[src/rtl/onchip_memory_stream_loader_pkg.sv]
// Shared constants, FSM state encoding and helpers for the on-chip RAM stream loader.
package onchip_memory_stream_loader_pkg;

   localparam int unsigned ADDR_W = 10;
   localparam int unsigned DATA_W = 32;
   localparam int unsigned BE_W   = DATA_W / 8;
   localparam int unsigned DEPTH  = 1 << ADDR_W;
   localparam int unsigned CNT_W  = ADDR_W + 1;

   typedef enum logic [2:0] {
      StIdle,
      StWrite,
      StVerify,
      StVdrain,
      StCheck,
      StDone
   } state_e;

   // Word counts above the RAM size collapse to one full pass over the RAM.
   function automatic logic [CNT_W-1:0] clamp_count(input logic [CNT_W-1:0] count);
      return (count > CNT_W'(DEPTH)) ? CNT_W'(DEPTH) : count;
   endfunction

endpackage

[src/rtl/onchip_memory_stream_loader_if.sv]
// Stream input and Avalon RAM slave pins, bundled for the loader.
interface onchip_memory_stream_loader_if;
   import onchip_memory_stream_loader_pkg::*;

   logic              s_valid;
   logic [DATA_W-1:0] s_data;
   logic              s_ready;
   logic [ADDR_W-1:0] mem_address;
   logic [BE_W-1:0]   mem_byteenable;
   logic              mem_chipselect;
   logic              mem_write;
   logic [DATA_W-1:0] mem_writedata;
   logic              mem_clken;
   logic [DATA_W-1:0] mem_readdata;

   // Loader side: consumes the stream and drives the RAM.
   modport master (
      input  s_valid, s_data, mem_readdata,
      output s_ready, mem_address, mem_byteenable, mem_chipselect, mem_write,
             mem_writedata, mem_clken
   );

   // Environment side: stream source and RAM.
   modport slave (
      output s_valid, s_data, mem_readdata,
      input  s_ready, mem_address, mem_byteenable, mem_chipselect, mem_write,
             mem_writedata, mem_clken
   );

endinterface

[src/rtl/onchip_memory_stream_loader.sv]
// Loads a valid/ready word stream into consecutive RAM words, then optionally reads the
// range back and compares additive checksums.
module onchip_memory_stream_loader
   import onchip_memory_stream_loader_pkg::*;
(
   input  logic                  clk,
   input  logic                  reset,
   input  logic                  start,
   input  logic [ADDR_W-1:0]     base_addr,
   input  logic [CNT_W-1:0]      word_count,
   input  logic                  verify_en,
   onchip_memory_stream_loader_if.master bus,
   output logic                  busy,
   output logic                  done,
   output logic                  error
);

   state_e            state_q, state_d;
   logic [ADDR_W-1:0] base_q;
   logic [CNT_W-1:0]  cnt_q;
   logic              verify_q;
   logic [CNT_W-1:0]  idx_q;
   logic [CNT_W-1:0]  ridx_q;
   logic [DATA_W-1:0] wsum_q;
   logic [DATA_W-1:0] rsum_q;
   logic              rd_valid_q;
   logic              error_q;

   logic              accept;
   logic              rd_issue;
   logic              cmd_take;
   logic              s_ready;
   logic              cs;
   logic              wr;
   logic [ADDR_W-1:0] addr;
   logic [DATA_W-1:0] wdata;

   assign cmd_take = (state_q == StIdle) && start;

   // Next-state decode and all RAM/stream/status outputs, combinational from state.
   always_comb begin
      state_d  = state_q;
      s_ready  = 1'b0;
      cs       = 1'b0;
      wr       = 1'b0;
      addr     = '0;
      wdata    = '0;
      done     = 1'b0;
      accept   = 1'b0;
      rd_issue = 1'b0;
      busy     = (state_q != StIdle) && (state_q != StDone);
      unique case (state_q)
         StIdle: begin
            if (start) begin
               state_d = (clamp_count(word_count) == '0) ? StDone : StWrite;
            end
         end
         StWrite: begin
            s_ready = 1'b1;
            if (bus.s_valid) begin
               accept = 1'b1;
               cs     = 1'b1;
               wr     = 1'b1;
               // ADDR_W-wide sum drops the carry, giving the modulo-DEPTH wrap.
               addr   = base_q + idx_q[ADDR_W-1:0];
               wdata  = bus.s_data;
               if (idx_q + CNT_W'(1) == cnt_q) begin
                  state_d = verify_q ? StVerify : StDone;
               end
            end
         end
         StVerify: begin
            cs       = 1'b1;
            rd_issue = 1'b1;
            addr     = base_q + ridx_q[ADDR_W-1:0];
            if (ridx_q + CNT_W'(1) == cnt_q) begin
               state_d = StVdrain;
            end
         end
         StVdrain: state_d = StCheck;
         StCheck:  state_d = StDone;
         StDone: begin
            done    = 1'b1;
            state_d = StIdle;
         end
         default:  state_d = StIdle;
      endcase
   end

   assign bus.s_ready        = s_ready;
   assign bus.mem_chipselect = cs;
   assign bus.mem_write      = wr;
   assign bus.mem_address    = addr;
   assign bus.mem_writedata  = wdata;
   assign bus.mem_byteenable = {BE_W{cs}};
   assign bus.mem_clken      = ~reset;
   assign error              = error_q;

   // State register, command latch, counters, checksums and read-valid pipeline.
   always_ff @(posedge clk) begin
      if (reset) begin
         state_q    <= StIdle;
         base_q     <= '0;
         cnt_q      <= '0;
         verify_q   <= 1'b0;
         idx_q      <= '0;
         ridx_q     <= '0;
         wsum_q     <= '0;
         rsum_q     <= '0;
         rd_valid_q <= 1'b0;
         error_q    <= 1'b0;
      end else begin
         state_q    <= state_d;
         rd_valid_q <= rd_issue;
         if (cmd_take) begin
            base_q   <= base_addr;
            cnt_q    <= clamp_count(word_count);
            verify_q <= verify_en;
            idx_q    <= '0;
            ridx_q   <= '0;
            wsum_q   <= '0;
            rsum_q   <= '0;
            error_q  <= 1'b0;
         end else begin
            if (accept) begin
               idx_q  <= idx_q + CNT_W'(1);
               wsum_q <= wsum_q + bus.s_data;
            end
            if (rd_issue) begin
               ridx_q <= ridx_q + CNT_W'(1);
            end
            // Read data lags its address by one cycle; the valid bit marks it.
            if (rd_valid_q) begin
               rsum_q <= rsum_q + bus.mem_readdata;
            end
            if (state_q == StCheck) begin
               error_q <= (rsum_q != wsum_q);
            end
         end
      end
   end

endmodule
[src/flat_wrapper.sv]
// flat-port wrapper written by rule: the top's interface ports become plain ports
module onchip_memory_stream_loader_flat import onchip_memory_stream_loader_pkg::*;
  (clk, reset, start, base_addr, word_count, verify_en, busy, done, error, bus_s_valid, bus_s_data, bus_mem_readdata, bus_s_ready, bus_mem_address, bus_mem_byteenable, bus_mem_chipselect, bus_mem_write, bus_mem_writedata, bus_mem_clken);
  onchip_memory_stream_loader_if bus_i ();
  input  logic clk;
  input  logic reset;
  input  logic start;
  input  logic [ADDR_W-1:0] base_addr;
  input  logic [CNT_W-1:0] word_count;
  input  logic verify_en;
  output logic busy;
  output logic done;
  output logic error;
  input wire logic [$bits(bus_i.s_valid)-1:0] bus_s_valid;
  input wire logic [$bits(bus_i.s_data)-1:0] bus_s_data;
  input wire logic [$bits(bus_i.mem_readdata)-1:0] bus_mem_readdata;
  output wire logic [$bits(bus_i.s_ready)-1:0] bus_s_ready;
  output wire logic [$bits(bus_i.mem_address)-1:0] bus_mem_address;
  output wire logic [$bits(bus_i.mem_byteenable)-1:0] bus_mem_byteenable;
  output wire logic [$bits(bus_i.mem_chipselect)-1:0] bus_mem_chipselect;
  output wire logic [$bits(bus_i.mem_write)-1:0] bus_mem_write;
  output wire logic [$bits(bus_i.mem_writedata)-1:0] bus_mem_writedata;
  output wire logic [$bits(bus_i.mem_clken)-1:0] bus_mem_clken;
  assign bus_i.s_valid = bus_s_valid;
  assign bus_i.s_data = bus_s_data;
  assign bus_i.mem_readdata = bus_mem_readdata;
  assign bus_s_ready = bus_i.s_ready;
  assign bus_mem_address = bus_i.mem_address;
  assign bus_mem_byteenable = bus_i.mem_byteenable;
  assign bus_mem_chipselect = bus_i.mem_chipselect;
  assign bus_mem_write = bus_i.mem_write;
  assign bus_mem_writedata = bus_i.mem_writedata;
  assign bus_mem_clken = bus_i.mem_clken;
  onchip_memory_stream_loader u_core (.clk(clk), .reset(reset), .start(start), .base_addr(base_addr), .word_count(word_count), .verify_en(verify_en), .bus(bus_i), .busy(busy), .done(done), .error(error));
endmodule
[config.mk]
export PLATFORM = sky130hd
export DESIGN_NAME = onchip_memory_stream_loader_flat
export DESIGN_NICKNAME = d
export VERILOG_FILES = /design/src/rtl/onchip_memory_stream_loader_pkg.sv /design/src/rtl/onchip_memory_stream_loader_if.sv /design/src/rtl/onchip_memory_stream_loader.sv /design/src/flat_wrapper.sv
export SDC_FILE = /design/constraint.sdc
export NUM_CORES = 1
export LEC_CHECK = 0
export CORE_MARGIN = 5
export CORE_UTILIZATION = 60
export CTS_CLUSTER_DIAMETER = 100
export CTS_CLUSTER_SIZE = 8
export DETAILED_ROUTE_END_ITERATION = 8
export GPL_ROUTABILITY_DRIVEN = 0
export HOLD_SLACK_MARGIN = 0.15
export PLACE_DENSITY = 0.85
export SLEW_MARGIN = 20
export SYNTH_ARGS = -nofsm -noshare
export SYNTH_HDL_FRONTEND = slang
export SYNTH_SLANG_ARGS = --single-unit
[constraint.sdc]
create_clock -name clk -period 3.8 [get_ports clk]
set_input_delay 0.38 -clock clk [delete_from_list [all_inputs] [get_ports clk]]
set_output_delay 0.38 -clock clk [all_outputs]
set_load 0.03 [all_outputs]
==> results of run 1 <==
## per-stage QoR
step / instances / total power, mW / area [sq um]
floorplan: 1169 / 1.79 / 9080
global placement: 1458 / 2.07 / 10600
detailed placement: 1458 / 2.09 / 10600
CTS: 1490 / 3.73 / 11200
global route: 1490 / 3.87 / 11200
finish: 1490 / 3.73 / 11200
## power by group
group	internal, mW	total [mW]	switching (mW)	leakage (nW)
logic	0.352	0.802	0.450	3.27
registers	1.22	1.28	0.0537	0.915
clock network	1.04	1.65	0.612	0.283
## flip-flops by register name, indices dropped and copies added (netlist names), 3 cells and up
register,count
u_core.wsum_q,32
u_core.ridx_q,11
u_core.idx_q,11
u_core.state_q,3
u_core.rsum_q,32
u_core.cnt_q,11
u_core.base_q,10
## cells in the mapped netlist (all sizes together), types with 3 or more instances
| master | instances | area, sq um |
|---|---|---|
| a2111oi | 4 | 36.3 |
| a211o | 3 | 26.3 |
| a211oi | 15 | 113 |
| a21o | 29 | 218 |
| a21oi | 118 | 594 |
| a22o | 11 | 96.3 |
| a31o | 3 | 26.3 |
| a31oi | 7 | 43.8 |
| a41oi | 4 | 35.0 |
| and2 | 39 | 246 |
| and3 | 6 | 37.5 |
| buf | 10 | 57.6 |
| clkbuf | 44 | 165 |
| dfxtp | 113 | 2260 |
| fa | 4 | 80.1 |
| ha | 82 | 1030 |
| inv | 30 | 113 |
| mux2i | 24 | 240 |
| nand2 | 137 | 514 |
| nand2b | 4 | 25.0 |
| nand3 | 25 | 125 |
| nand3b | 4 | 30.0 |
| nand4 | 19 | 119 |
| nor2 | 91 | 342 |
| nor2b | 8 | 50.1 |
| nor3 | 21 | 105 |
| nor4 | 11 | 68.8 |
| o211ai | 7 | 52.6 |
| o21a | 10 | 75.1 |
| o21ai | 68 | 340 |
| o21bai | 13 | 97.6 |
| o22ai | 10 | 62.6 |
| or2 | 7 | 43.8 |
| or3 | 16 | 100 |
| xnor2 | 95 | 832 |
| xor2 | 47 | 412 |
## worst max path at each step
stage / slack, ns / to / startpoint
final: 0.26 / bus_mem_address[9] / u_core.ridx_q[1]
after global routing: 0.004 / bus_mem_address[8] / u_core.idx_q[0]
after CTS: 0.08 / bus_mem_address[9] / u_core.ridx_q[1]
after detailed placement: 0.40 / bus_mem_address[9] / u_core.base_q[1]
after global placement: 0.46 / bus_mem_address[9] / u_core.idx_q[1]
after floorplan: 0.99 / bus_mem_address[8] / u_core.idx_q[0]
## worst min-delay path, cell delays in order, from the launching register on
cell and delay (ns):
sky130_fd_sc_hd__dfxtp_1 0.33, sky130_fd_sc_hd__nand2_1 0.06, sky130_fd_sc_hd__a21oi_1 0.05
## cells by family after synthesis
| kind of cell | count (synthesis) |
|---|---|
| simple gates | 394 |
| compound gates | 326 |
| xor+xnor | 142 |
| flops | 113 |
| fa+ha+maj | 86 |
| buf+inv | 84 |
| mux | 24 |
## metal layers
layer,vias up,part of all wire (%),GRT usage [%]
met5,-,0,0
met4,0,3.9,10.8
met3,75,5.5,5.55
met2,353,50,52.0
met1,4285,41,33.7
li1,4419,-,-
## area by class of cell
| class | count | area share [%] |
|---|---|---|
| flip-flops and latches | 113 | 20.2 |
| clock inverters | 14 | 1.62 |
| well taps | 188 | 2.10 |
| inverters | 30 | 1.00 |
| multi-input cells | 972 | 57.8 |
| clock buffers | 18 | 3.82 |
| repair buffers | 155 | 13.5 |
## what timing repair did
action,CTS,global route
pin swaps,0,0
buffers inserted,0,0
gates resized for setup,2,4
endpoints found under the setup margin,2,3
==> results_dict.tcl, run 1 <==
set metrics [dict create \
    timing.setup.critical_path_class "flip-flop to output pin" \
    hp-class "flip-flop to flip-flop" \
    final_critical_path_setup_slack_ns 0.263 \
    share_of_flip_flops_with_an_asynchronous_set_or_reset_pct 0 \
    timing.critical_path.mode_cell "sky130_fd_sc_hd__a21oi_1" \
    syn-mean-instance-area_sq_um 7.77 \
    cts.sinks 113 \
    critPathRequiredTime_ns 3.42 \
    top_level_ports 143 \
    number_of_global_route_vias_before_repair 8728 \
    ys_seq_elements 113 \
    total_nets_final 1465 \
    run_status "complete, no violations" \
    fin_hold_ws_ns 0.486 \
    cp-start-kind "flip-flop" \
    area_delta_synth_final_pct 23.6 \
    setup_repair_after_global_routing_missed_its_margin "false" \
    post_synth_edffs 0 \
    dp_hpwl_mm 19.8 \
    postRouteAntennaNets 0 \
    post-route-util_pct 74.7 \
    path_cells "ha_1, a21o_1, a21oi_1, o21bai_1, a21oi_1, o21ai_0, a21o_1, a21oi_1, xnor2_1, o22ai_1, clkbuf_2" \
    r2r_cells 10 \
    rows 45 \
    final-hold-violation-count 0 \
    cts-htree-levels 4 \
    max_rail_drop_vdd_mv 0.391 \
    fill_cells 1144 \
    critical_path.n_buffers_inverters 1 \
    final.setup.tns_ns 0 \
    grt_overflow_total 0 \
    critPathMaxFanout 5 \
    report.final.slew_viol_count 0 \
    clock_tree_from_tritoncts "built" \
    timing.critical_path.arrival_ns 3.16 \
    cts.reportedPaths.clkPinSlew_ns 0.06 \
    vias 9132 \
    die_height_microns 133 \
    synth_nets 1345 \
    n_antenna_cell 0 \
    drt_iter0_drc 669 \
    synthesized_area_fraction_occupied_by_adder_cells_pct 12.2 \
    timing.hold.worst.start "u_core.base_q[0]" \
    max-slew-margin-rel_pct 49.2 \
    timing.fmax_ghz 0.283 \
    setup.reg_to_reg.worst_slack_ns 0.85 \
    synth_cells 1169 \
    post_synthesis_share_of_cell_area_spent_on_and_or_nand_and_nor_gates_pct 20.5 \
    vias_per_cell 6.13 \
    fp.dieW_microns 133 \
    slowest_stage "sky130_fd_sc_hd__dfxtp_1" \
    antenna_found_initial 0 \
    worst_skew_pair.late_latency_ns 0.42 \
    grt_start_max_net_pins 44 \
    worst-path-stages 11 \
    path_delay_family "compound AO/OA/AOI/OAI gates" \
    synthesis.area_sq_mm 0.00908 \
    numCtsBuffers 17 \
    detailedRoute.firstPassIterationCount 8 \
    clock_tree_skew_after_final_layout_ns 0.00911 \
    crit-reg2reg-capture "u_core.rsum_q[31]" \
    post-route-drc-count 0 \
    endpoint_kind "output pin" \
    whs_path_depth 2 \
    hold-path-endpoint "u_core.base_q[0]" \
    layout_commonest_cell "sky130_fd_sc_hd__clkdlybuf4s50_1" \
    drive_gt1_share_pct 4.53 \
    drt_wl_total_mm 26.2 \
    detail_route.wl_per_cell_microns 17.6 \
    die-area_sq_mm 0.0177 \
    synth-warning-count 0 \
    ys_dominant_reg_cell "sky130_fd_sc_hd__dfxtp_1" \
    clk_path_buf_depth 2 \
    ys_seq_area_share_pct 24.9 \
    register_area_sq_mm 0.00226 \
    cap_violations 0 \
    p_leak_nw 4.47 \
    power_per_cell_area_mw_per_mm2 332 \
    mostFrequentLayoutCells "sky130_fd_sc_hd__clkdlybuf4s50_1, sky130_fd_sc_hd__nand2_1, sky130_fd_sc_hd__a21oi_1, sky130_fd_sc_hd__dfxtp_1, sky130_fd_sc_hd__xnor2_1" \
    grt_first_pass_wirelength_mm 41.9 \
    max_incr_delay_on_cp_ns 0.43 \
    core_sq_mm 0.0150 \
    gr-usage-all-layers_pct 28.8 \
    initial_utilization_pct 60.4 \
    worstReg2RegStart "u_core.rsum_q[14]" \
    synthMuxAreaShare_pct 2.65 \
    tightest_slew_ns 0.763 \
    synth_cell_type_count 64 \
    post_synth_xor_area_fraction_pct 13.7 \
    period_minus_slack_ns 3.54 \
    port-buffer-count 142 \
    clock_root_buffer "sky130_fd_sc_hd__clkbuf_16" \
    complex_gate_fraction_of_the_synthesized_area_pct 22.4 \
    multi_input_area_sq_mm 0.00649 \
    main_combinational_cell_family_by_area_after_synthesis "compound AO/OA/AOI/OAI gates" \
    finalSetupViolations 0 \
    ctsHoldBuffers 0 \
    dp_slack_ns 0.395 \
    final_min_period_over_clock_period_pct 93.1 \
]
(Power assumes the default switching activity.)
==> run 2: changes to the inputs <==
--- a/config.mk
+++ b/config.mk
@@ -11,6 +11,7 @@
 export CTS_CLUSTER_SIZE = 8
 export DETAILED_ROUTE_END_ITERATION = 8
 export GPL_ROUTABILITY_DRIVEN = 0
+export GPL_TIMING_DRIVEN = 0
 export HOLD_SLACK_MARGIN = 0.15
 export PLACE_DENSITY = 0.85
 export SLEW_MARGIN = 20
==> run 2 against run 1 <==
  * Clock power decreased by 2%
  * Hold slack got worse by 0.043 ns
  * Via count up 3.5%
  * First-iteration DRC count increased by 19%
  * Sequential share of layout area is 0.21 points lower
  * Final area is 1.0% higher
  * Critical endpoint unchanged
==> results_dict.tcl, run 2 (synthesized netlist as in run 1, its figures left out) <==
set metrics [dict create \
    detail_route.wl_per_cell_microns 18.3 \
    clock_tree_skew_after_final_layout_ns 0.00606 \
    setup_repair_after_global_routing_missed_its_margin "false" \
    period_minus_slack_ns 3.62 \
    drt_wl_total_mm 28.1 \
    clk_path_buf_depth 2 \
    cp-start-kind "flip-flop" \
    grt_start_max_net_pins 17 \
    core_sq_mm 0.0150 \
    top_level_ports 143 \
    run_status "complete, no violations" \
    cts.sinks 113 \
    layout_commonest_cell "sky130_fd_sc_hd__clkdlybuf4s50_1" \
    critPathRequiredTime_ns 3.42 \
    final.setup.tns_ns 0 \
    vias 9449 \
    fp.dieW_microns 133 \
    initial_utilization_pct 60.4 \
    drive_gt1_share_pct 4.39 \
    cts.reportedPaths.clkPinSlew_ns 0.06 \
    final-hold-violation-count 0 \
    postRouteAntennaNets 0 \
    worst_skew_pair.late_latency_ns 0.43 \
    numCtsBuffers 17 \
    area_delta_synth_final_pct 24.9 \
    timing.critical_path.arrival_ns 3.24 \
    rows 45 \
    endpoint_kind "output pin" \
    vias_per_cell 6.17 \
    tightest_slew_ns 1.17 \
    n_antenna_cell 0 \
    post-route-drc-count 0 \
    total_nets_final 1507 \
    cap_violations 0 \
    final_critical_path_setup_slack_ns 0.181 \
    drt_iter0_drc 798 \
    dp_hpwl_mm 21.6 \
    hp-class "primary input to flip-flop" \
    die_height_microns 133 \
    power_per_cell_area_mw_per_mm2 329 \
    report.final.slew_viol_count 0 \
    port-buffer-count 141 \
    detailedRoute.firstPassIterationCount 8 \
    final_min_period_over_clock_period_pct 95.2 \
    timing.setup.critical_path_class "flip-flop to output pin" \
    gr-usage-all-layers_pct 30.4 \
    clock_root_buffer "sky130_fd_sc_hd__clkbuf_16" \
    grt_overflow_total 0 \
    timing.fmax_ghz 0.276 \
    dp_slack_ns 0.239 \
    number_of_global_route_vias_before_repair 8970 \
    mostFrequentLayoutCells "sky130_fd_sc_hd__clkdlybuf4s50_1, sky130_fd_sc_hd__nand2_1, sky130_fd_sc_hd__a21oi_1, sky130_fd_sc_hd__dfxtp_1, sky130_fd_sc_hd__xnor2_1" \
    clock_tree_from_tritoncts "built" \
    max_rail_drop_vdd_mv 0.319 \
    grt_first_pass_wirelength_mm 43.7 \
    critPathMaxFanout 6 \
    cts-htree-levels 4 \
    max-slew-margin-rel_pct 21.7 \
    p_leak_nw 4.51 \
    leading_registers_by_flop_count "u_core.rsum_q (32), u_core.wsum_q (32)" \
    die-area_sq_mm 0.0177 \
    finalSetupViolations 0 \
    antenna_found_initial 0 \
    ctsHoldBuffers 0 \
]
run 2: cell types whose count changed in the layout (fill, tap and decap cells not counted), moves of 2 or more:
cell,before,now
sky130_fd_sc_hd__inv_6,2,0
sky130_fd_sc_hd__buf_2,0,5
sky130_fd_sc_hd__clkbuf_1,1,41
sky130_fd_sc_hd__clkinvlp_4,4,2
sky130_fd_sc_hd__clkinv_4,5,1
sky130_fd_sc_hd__buf_4,13,7
sky130_fd_sc_hd__clkbuf_2,1,3
sky130_fd_sc_hd__clkinv_2,0,7
run 2: worst max-delay path, cell delays in order (launching register included):
cell and delay [ns]:
sky130_fd_sc_hd__dfxtp_1 0.49, sky130_fd_sc_hd__ha_1 0.29, sky130_fd_sc_hd__a21o_1 0.19, sky130_fd_sc_hd__a21oi_1 0.24, sky130_fd_sc_hd__o21ai_0 0.14, sky130_fd_sc_hd__a21oi_1 0.23, sky130_fd_sc_hd__o21ai_0 0.20, sky130_fd_sc_hd__a21o_1 0.22
sky130_fd_sc_hd__a21oi_1 0.18, sky130_fd_sc_hd__xnor2_1 0.09, sky130_fd_sc_hd__o22ai_1 0.16, sky130_fd_sc_hd__clkdlybuf4s15_1 0.39
run 2: layer usage:
metal	track usage, %	wire (microns)	vias to the layer above
met3	5.40	2040	103
met5	0	0	-
met1	35.8	11100	4347
met2	53.5	13700	482
met4	14.3	1290	0
li1	-	-	4517
run 2: final timing paths:
kind,startpoint,end,slack [ns],depth (start not counted)
max,u_core.idx_q[1],bus_mem_address[9],0.18,11
min,reset,u_core.base_q[0],0.44,2
min reg2reg,u_core.base_q[4],u_core.base_q[4],0.48,2
max reg2reg,u_core.wsum_q[0],u_core.wsum_q[26],0.69,11
run 2: timing repair:
item | in CTS | in global routing
pin swaps | 0 | 0
resized for setup | 4 | 7
buffers inserted | 0 | 3
setup endpoints to repair | 16 | 19
run 2: area by class of cell:
cell class / instances / area [sq um]
Timing Repair Buffer: 144 / 1430
Buffer: 53 / 224
Inverter: 30 / 116
Fill cell: 1127 / 3690
Clock inverter: 12 / 141
Clock buffer: 19 / 443
Sequential cell: 113 / 2260
Tap cell: 188 / 235
Multi-Input combinational cell: 972 / 6480
run 2: power breakdown:
part	internal (mW)	total [mW]	switching, mW
Combinational	0.361	0.848	0.487
Clock	1.03	1.61	0.576
Sequential	1.22	1.27	0.0486
run 2: through the flow:
stage	total power, mW	hold WS [ns]	instance area [sq um]	instances	utilization, %
after floorplan	1.79	0.455	9080	1169	-
after global placement	2.10	0.465	10700	1498	71.4
after detailed placement	2.11	0.474	10700	1498	71.4
after CTS	3.70	0.425	11300	1528	75.2
after global routing	3.84	0.473	11300	1531	75.4
final	3.73	0.443	11300	1531	75.4
